File: src/rtl/pe_rf_wb_arb.sv
// Register-file writeback arbiter: per-source in-order queues feeding four
// register banks, each with its own round-robin grant over the queue heads.
module pe_rf_wb_arb #(
    parameter int NUM_SRC    = 3,
    parameter int FIFO_DEPTH = 2
) (
    input  logic                     clk,
    input  logic                     rst,
    input  logic [NUM_SRC-1:0]       wb_valid,
    output logic [NUM_SRC-1:0]       wb_ready,
    input  logic [NUM_SRC-1:0][4:0]  wb_rd,
    input  logic [NUM_SRC-1:0][31:0] wb_data,
    output logic [3:0]               rf_we,
    output logic [3:0][4:0]          rd,
    output logic [3:0][31:0]         rd_v,
    output logic [31:0]              busy,
    output logic                     idle
);

    localparam int AW = $clog2(FIFO_DEPTH);
    localparam int SW = (NUM_SRC > 1) ? $clog2(NUM_SRC) : 1;
    localparam logic [AW:0] FULL = (AW+1)'(FIFO_DEPTH);

    logic [4:0]   q_rd   [NUM_SRC][FIFO_DEPTH];
    logic [31:0]  q_data [NUM_SRC][FIFO_DEPTH];
    logic [AW-1:0] wp    [NUM_SRC];
    logic [AW-1:0] rp    [NUM_SRC];
    logic [AW:0]   cnt   [NUM_SRC];
    logic [SW-1:0] ptr   [4];
    logic [SW-1:0] gnt   [4];
    logic [3:0]    gnt_v;

    logic [NUM_SRC-1:0] push;
    logic [NUM_SRC-1:0] pop;
    logic [NUM_SRC-1:0] nonempty;

    always_comb begin
        for (int s = 0; s < NUM_SRC; s++) begin
            nonempty[s] = (cnt[s] != '0);
            wb_ready[s] = (cnt[s] != FULL);
            push[s]     = wb_valid[s] & wb_ready[s];
        end
        idle = ~|nonempty;
    end

    // Each head targets exactly one bank, so a source is popped at most once.
    always_comb begin
        gnt_v = '0;
        pop   = '0;
        rf_we = '0;
        rd    = '0;
        rd_v  = '0;
        for (int b = 0; b < 4; b++) begin
            gnt[b] = '0;
        end
        for (int b = 0; b < 4; b++) begin
            for (int i = 0; i < NUM_SRC; i++) begin
                int idx;
                idx = int'(ptr[b]) + i;
                if (idx >= NUM_SRC) begin
                    idx = idx - NUM_SRC;
                end
                if (!gnt_v[b] && nonempty[idx] &&
                    q_rd[idx][rp[idx]][4:3] == 2'(b)) begin
                    gnt_v[b]  = 1'b1;
                    gnt[b]    = SW'(idx);
                    pop[idx]  = 1'b1;
                    rf_we[b]  = 1'b1;
                    rd[b]     = q_rd[idx][rp[idx]];
                    rd_v[b]   = q_data[idx][rp[idx]];
                end
            end
        end
    end

    always_comb begin
        busy = '0;
        for (int s = 0; s < NUM_SRC; s++) begin
            for (int k = 0; k < FIFO_DEPTH; k++) begin
                if ((AW+1)'(k) < cnt[s]) begin
                    busy[q_rd[s][rp[s] + AW'(k)]] = 1'b1;
                end
            end
        end
    end

    always_ff @(posedge clk or posedge rst) begin
        if (rst) begin
            for (int s = 0; s < NUM_SRC; s++) begin
                wp[s]  <= '0;
                rp[s]  <= '0;
                cnt[s] <= '0;
            end
            for (int b = 0; b < 4; b++) begin
                ptr[b] <= '0;
            end
        end else begin
            for (int s = 0; s < NUM_SRC; s++) begin
                if (push[s]) begin
                    wp[s] <= wp[s] + 1'b1;
                end
                if (pop[s]) begin
                    rp[s] <= rp[s] + 1'b1;
                end
                if (push[s] && !pop[s]) begin
                    cnt[s] <= cnt[s] + 1'b1;
                end else if (!push[s] && pop[s]) begin
                    cnt[s] <= cnt[s] - 1'b1;
                end
            end
            for (int b = 0; b < 4; b++) begin
                if (gnt_v[b]) begin
                    if (int'(gnt[b]) == NUM_SRC - 1) begin
                        ptr[b] <= '0;
                    end else begin
                        ptr[b] <= gnt[b] + 1'b1;
                    end
                end
            end
        end
    end

    // Queue storage needs no reset: occupancy alone decides what is valid.
    always_ff @(posedge clk) begin
        for (int s = 0; s < NUM_SRC; s++) begin
            if (push[s]) begin
                q_rd[s][wp[s]]   <= wb_rd[s];
                q_data[s][wp[s]] <= wb_data[s];
            end
        end
    end

endmodule

File: config.mk
export PLATFORM = sky130hd
export DESIGN_NAME = pe_rf_wb_arb
export DESIGN_NICKNAME = d
export VERILOG_FILES = /design/src/rtl/pe_rf_wb_arb.sv
export SDC_FILE = /design/constraint.sdc
export NUM_CORES = 2
export LEC_CHECK = 0
export ABC_AREA = 1
export CORE_MARGIN = 2
export CORE_UTILIZATION = 35
export CTS_CLUSTER_DIAMETER = 120
export CTS_CLUSTER_SIZE = 24
export DETAILED_ROUTE_END_ITERATION = 10
export PLACE_DENSITY = 0.55
export SLEW_MARGIN = 40
export SYNTH_ARGS = -nofsm -noshare
export SYNTH_HDL_FRONTEND = slang
export SYNTH_SLANG_ARGS = --single-unit
File: constraint.sdc
create_clock -name clk -period 6.08 [get_ports clk]
set_input_delay 0.912 -clock clk [delete_from_list [all_inputs] [get_ports clk]]
set_output_delay 0.912 -clock clk [all_outputs]
set_load 0.01 [all_outputs]
==> impl_metrics.py <==
metrics = {
    "route": {
        "vias": 45000,
        "drc": 0,
        "via_per_inst": 6.57,
        "wl_met3_um": 23700,
        "drt-total-wl_um": 201000,
        "top_layer": "met5",
        "drtIter0Drc": 6796,
        "ant_nets": 0,
        "wire_per_inst_um": 29.3,
        "dr_wl_met2_um": 84000,
        "dr.pass1.iters": 8,
        "wl_met1_um": 72700,
    },
    "placed_design": {
        "io_buffers": 299,
        "placed_cell_area_mm2": 0.0380,
        "gp_congestion": 0.997,
        "dp.final_hpwl_um": 134000,
        "pre_cts_ws_ns": 0.942,
        "place_inst": 6817,
    },
    "finish": {
        "drive_above_1_share_pct": 5.00,
        "mostFrequentLayoutCell": "nand2_1",
        "syn2layout_area_growth_pct": 11.8,
        "final_area_mm2": 0.0387,
        "final_cells": 6855,
        "nNetsFinal": 5696,
        "final_cell_mix": "nand2_1 (1460), o21ai_0 (852), o211ai_1 (601)",
    },
    "synthesis": {
        "synth_ff_type": "edfxtp_1",
        "yosysSeqAreaShare_pct": 20.7,
        "synthCells": 5712,
        "synth_edf_count": 222,
        "yosysWarnings": 0,
        "synth.distinct_cells": 52,
        "netlist_area_mm2": 0.0346,
        "syn_avg_cell_area_um2": 6.06,
        "async_flop_share_pct": 8.26,
        "ys_ff_latch": 242,
    },
    "sta": {
        "rsz0062_at_grt": "no",
        "setup_viol_count_final": 0,
        "period_share_pct": 97.8,
        "finalHoldViolations": 0,
        "period_minus_slack_ns": 5.94,
        "fmax_ghz": 0.168,
        "drv_slew": 0,
        "setup_tns_ns": 0,
        "worst_pin_slew_ns": 0.942,
        "clock_skew_ns": 0.0519,
        "slew_headroom_pct": 36.8,
        "layout_setup_ws_ns": 0.136,
    },
    "worst_setup_path": {
        "worst-path-max-fanout": 72,
        "crit_path_end_kind": "primary output",
        "required_ns": 5.17,
        "arrival_ns": 5.03,
        "worst_setup_path_start_kind": "flip-flop",
        "worstSetupPathType": "flip-flop to primary output",
    },
    "clock_network": {
        "cts_root_buf": "clkbuf_16",
        "clk_pin_slew_ns": 0.09,
        "post_cts_buffers": 0,
        "worstSkewPairLatency_ns": 0.63,
        "cts_tree": "built",
        "numCtsBuffers": 19,
        "holdBufCountCts": 0,
        "cts_max_level": 1,
        "postCtsResizedCells": 0,
        "cts.sinks": 242,
        "clockBufferDepth": 3,
    },
    "floorplan": {
        "die_area_mm2": 0.102,
        "io_pins": 304,
        "die_x_um": 319,
        "rows": 115,
        "die_h_um": 319,
        "coreArea_mm2": 0.0983,
        "initial_core_util_pct": 35.2,
    },
    "global_route": {
        "gr-total-overflow": 0,
        "antenna_found_initial": 8,
        "grt_util_all_layers_pct": 37.8,
        "grt_pass1_wl_um": 287000,
        "grt_start_max_net_pins": 144,
        "grt_pass1_vias": 40300,
    },
    "hold_path": {
        "hp-class": "flip-flop to flip-flop",
    },
    "flow_run": {
        "maxCapViolCount": 0,
    },
    "outcome": {
        "status": "complete, no violations",
    },
}
[cell families (layout without fill, tap and decap cells)]
| group | count (synthesis) | count (layout) | synth area share, % |
|---|---|---|---|
| flops | 242 | 242 | 20.7 |
| other cells | 1 | 7 | 0.0108 |
| fa+ha+maj | 28 | 28 | 1.01 |
| xor+xnor | 9 | 9 | 0.228 |
| compound gates | 2255 | 2255 | 40.3 |
| buf+inv | 956 | 806 | 11.7 |
| simple gates | 2221 | 2221 | 26.1 |
[Yosys cell counts (106+ instances only)]
| master | number | area (µm²) |
|---|---|---|
| a211oi_1 | 130 | 976 |
| a21oi_1 | 225 | 1130 |
| a31oi_1 | 106 | 663 |
| buf_2 | 140 | 701 |
| clkbuf_1 | 350 | 1310 |
| edfxtp_1 | 222 | 6670 |
| inv_1 | 310 | 1160 |
| nand2_1 | 1463 | 5490 |
| nand3_1 | 243 | 1220 |
| nor2_1 | 424 | 1590 |
| o211ai_1 | 601 | 4510 |
| o21ai_0 | 853 | 4270 |
[path summary, 6_finish.rpt]
| path | start | end | slack, ns | depth (start not counted) |
|---|---|---|---|---|
| setup / recovery | ptr[3]$_DFFE_PP0P_ | rd_v[90] | 0.14 | 14 |
| hold / removal | cnt[2]$_DFFE_PP0P_ | cnt[2]$_DFFE_PP0P_ | 0.50 | 1 |
| setup reg to reg | ptr[6]$_DFFE_PP0P_ | cnt[2]$_DFFE_PP0P_ | 2.08 | 11 |
| hold reg to reg | cnt[2]$_DFFE_PP0P_ | cnt[2]$_DFFE_PP0P_ | 0.50 | 1 |
| max in group asynchronous | rst | ptr[5]$_DFFE_PP0P_ | 5.06 | 3 |
| min in group asynchronous | rst | cnt[4]$_DFFE_PP0P_ | 0.70 | 3 |
[flip-flops by register name (all words and copies together) (netlist names)]
| signal | cells |
|---|---|
| cnt | 6 |
| q_rd | 30 |
| ptr | 8 |
| wp | 3 |
| q_data | 192 |
| rp | 3 |
[area by class of cell]
class,count,area (µm²)
inverter,344,1330
timing repair buffer,428,4240
clock buffer,22,497
fill,10700,59600
clock inverter,12,175
antenna,3,7.51
tap,1287,1610
sequential,242,7170
multi-input combinational,4517,23700
[worst max-delay path, cell delays in order (launching register included)]
cell	delay, ns
dfrtp_1	0.41
inv_1	0.12
ha_4	0.19
clkinv_2	0.36
nand2_1	0.10
nand3_1	0.12
inv_2	0.05
nor2_4	0.09
buf_4	0.58
buf_4	0.76
o21ai_0	0.21
a31oi_1	0.18
o21ai_0	0.18
nand3_1	0.37
clkdlybuf4s50_1	0.63
[metrics by stage]
step           hold slack, ns  util (%)
3_3_place_gp            0.487      38.5
4_1_cts                 0.506      39.3
5_1_grt                 0.521      39.4
3_5_place_dp            0.489      38.7
2_1_floorplan           0.464         -
6_report                0.500      39.4
[routing by layer]
metal	vias up	global-route usage, %
met4	8	31.7
met2	3490	56.7
met1	20900	46.1
met5	-	0
met3	736	8.59
li1	19900	-
Power is left out: the tool's default activity adds up to more than one toggle a clock period on the data nets, which glitch-free logic cannot reach.
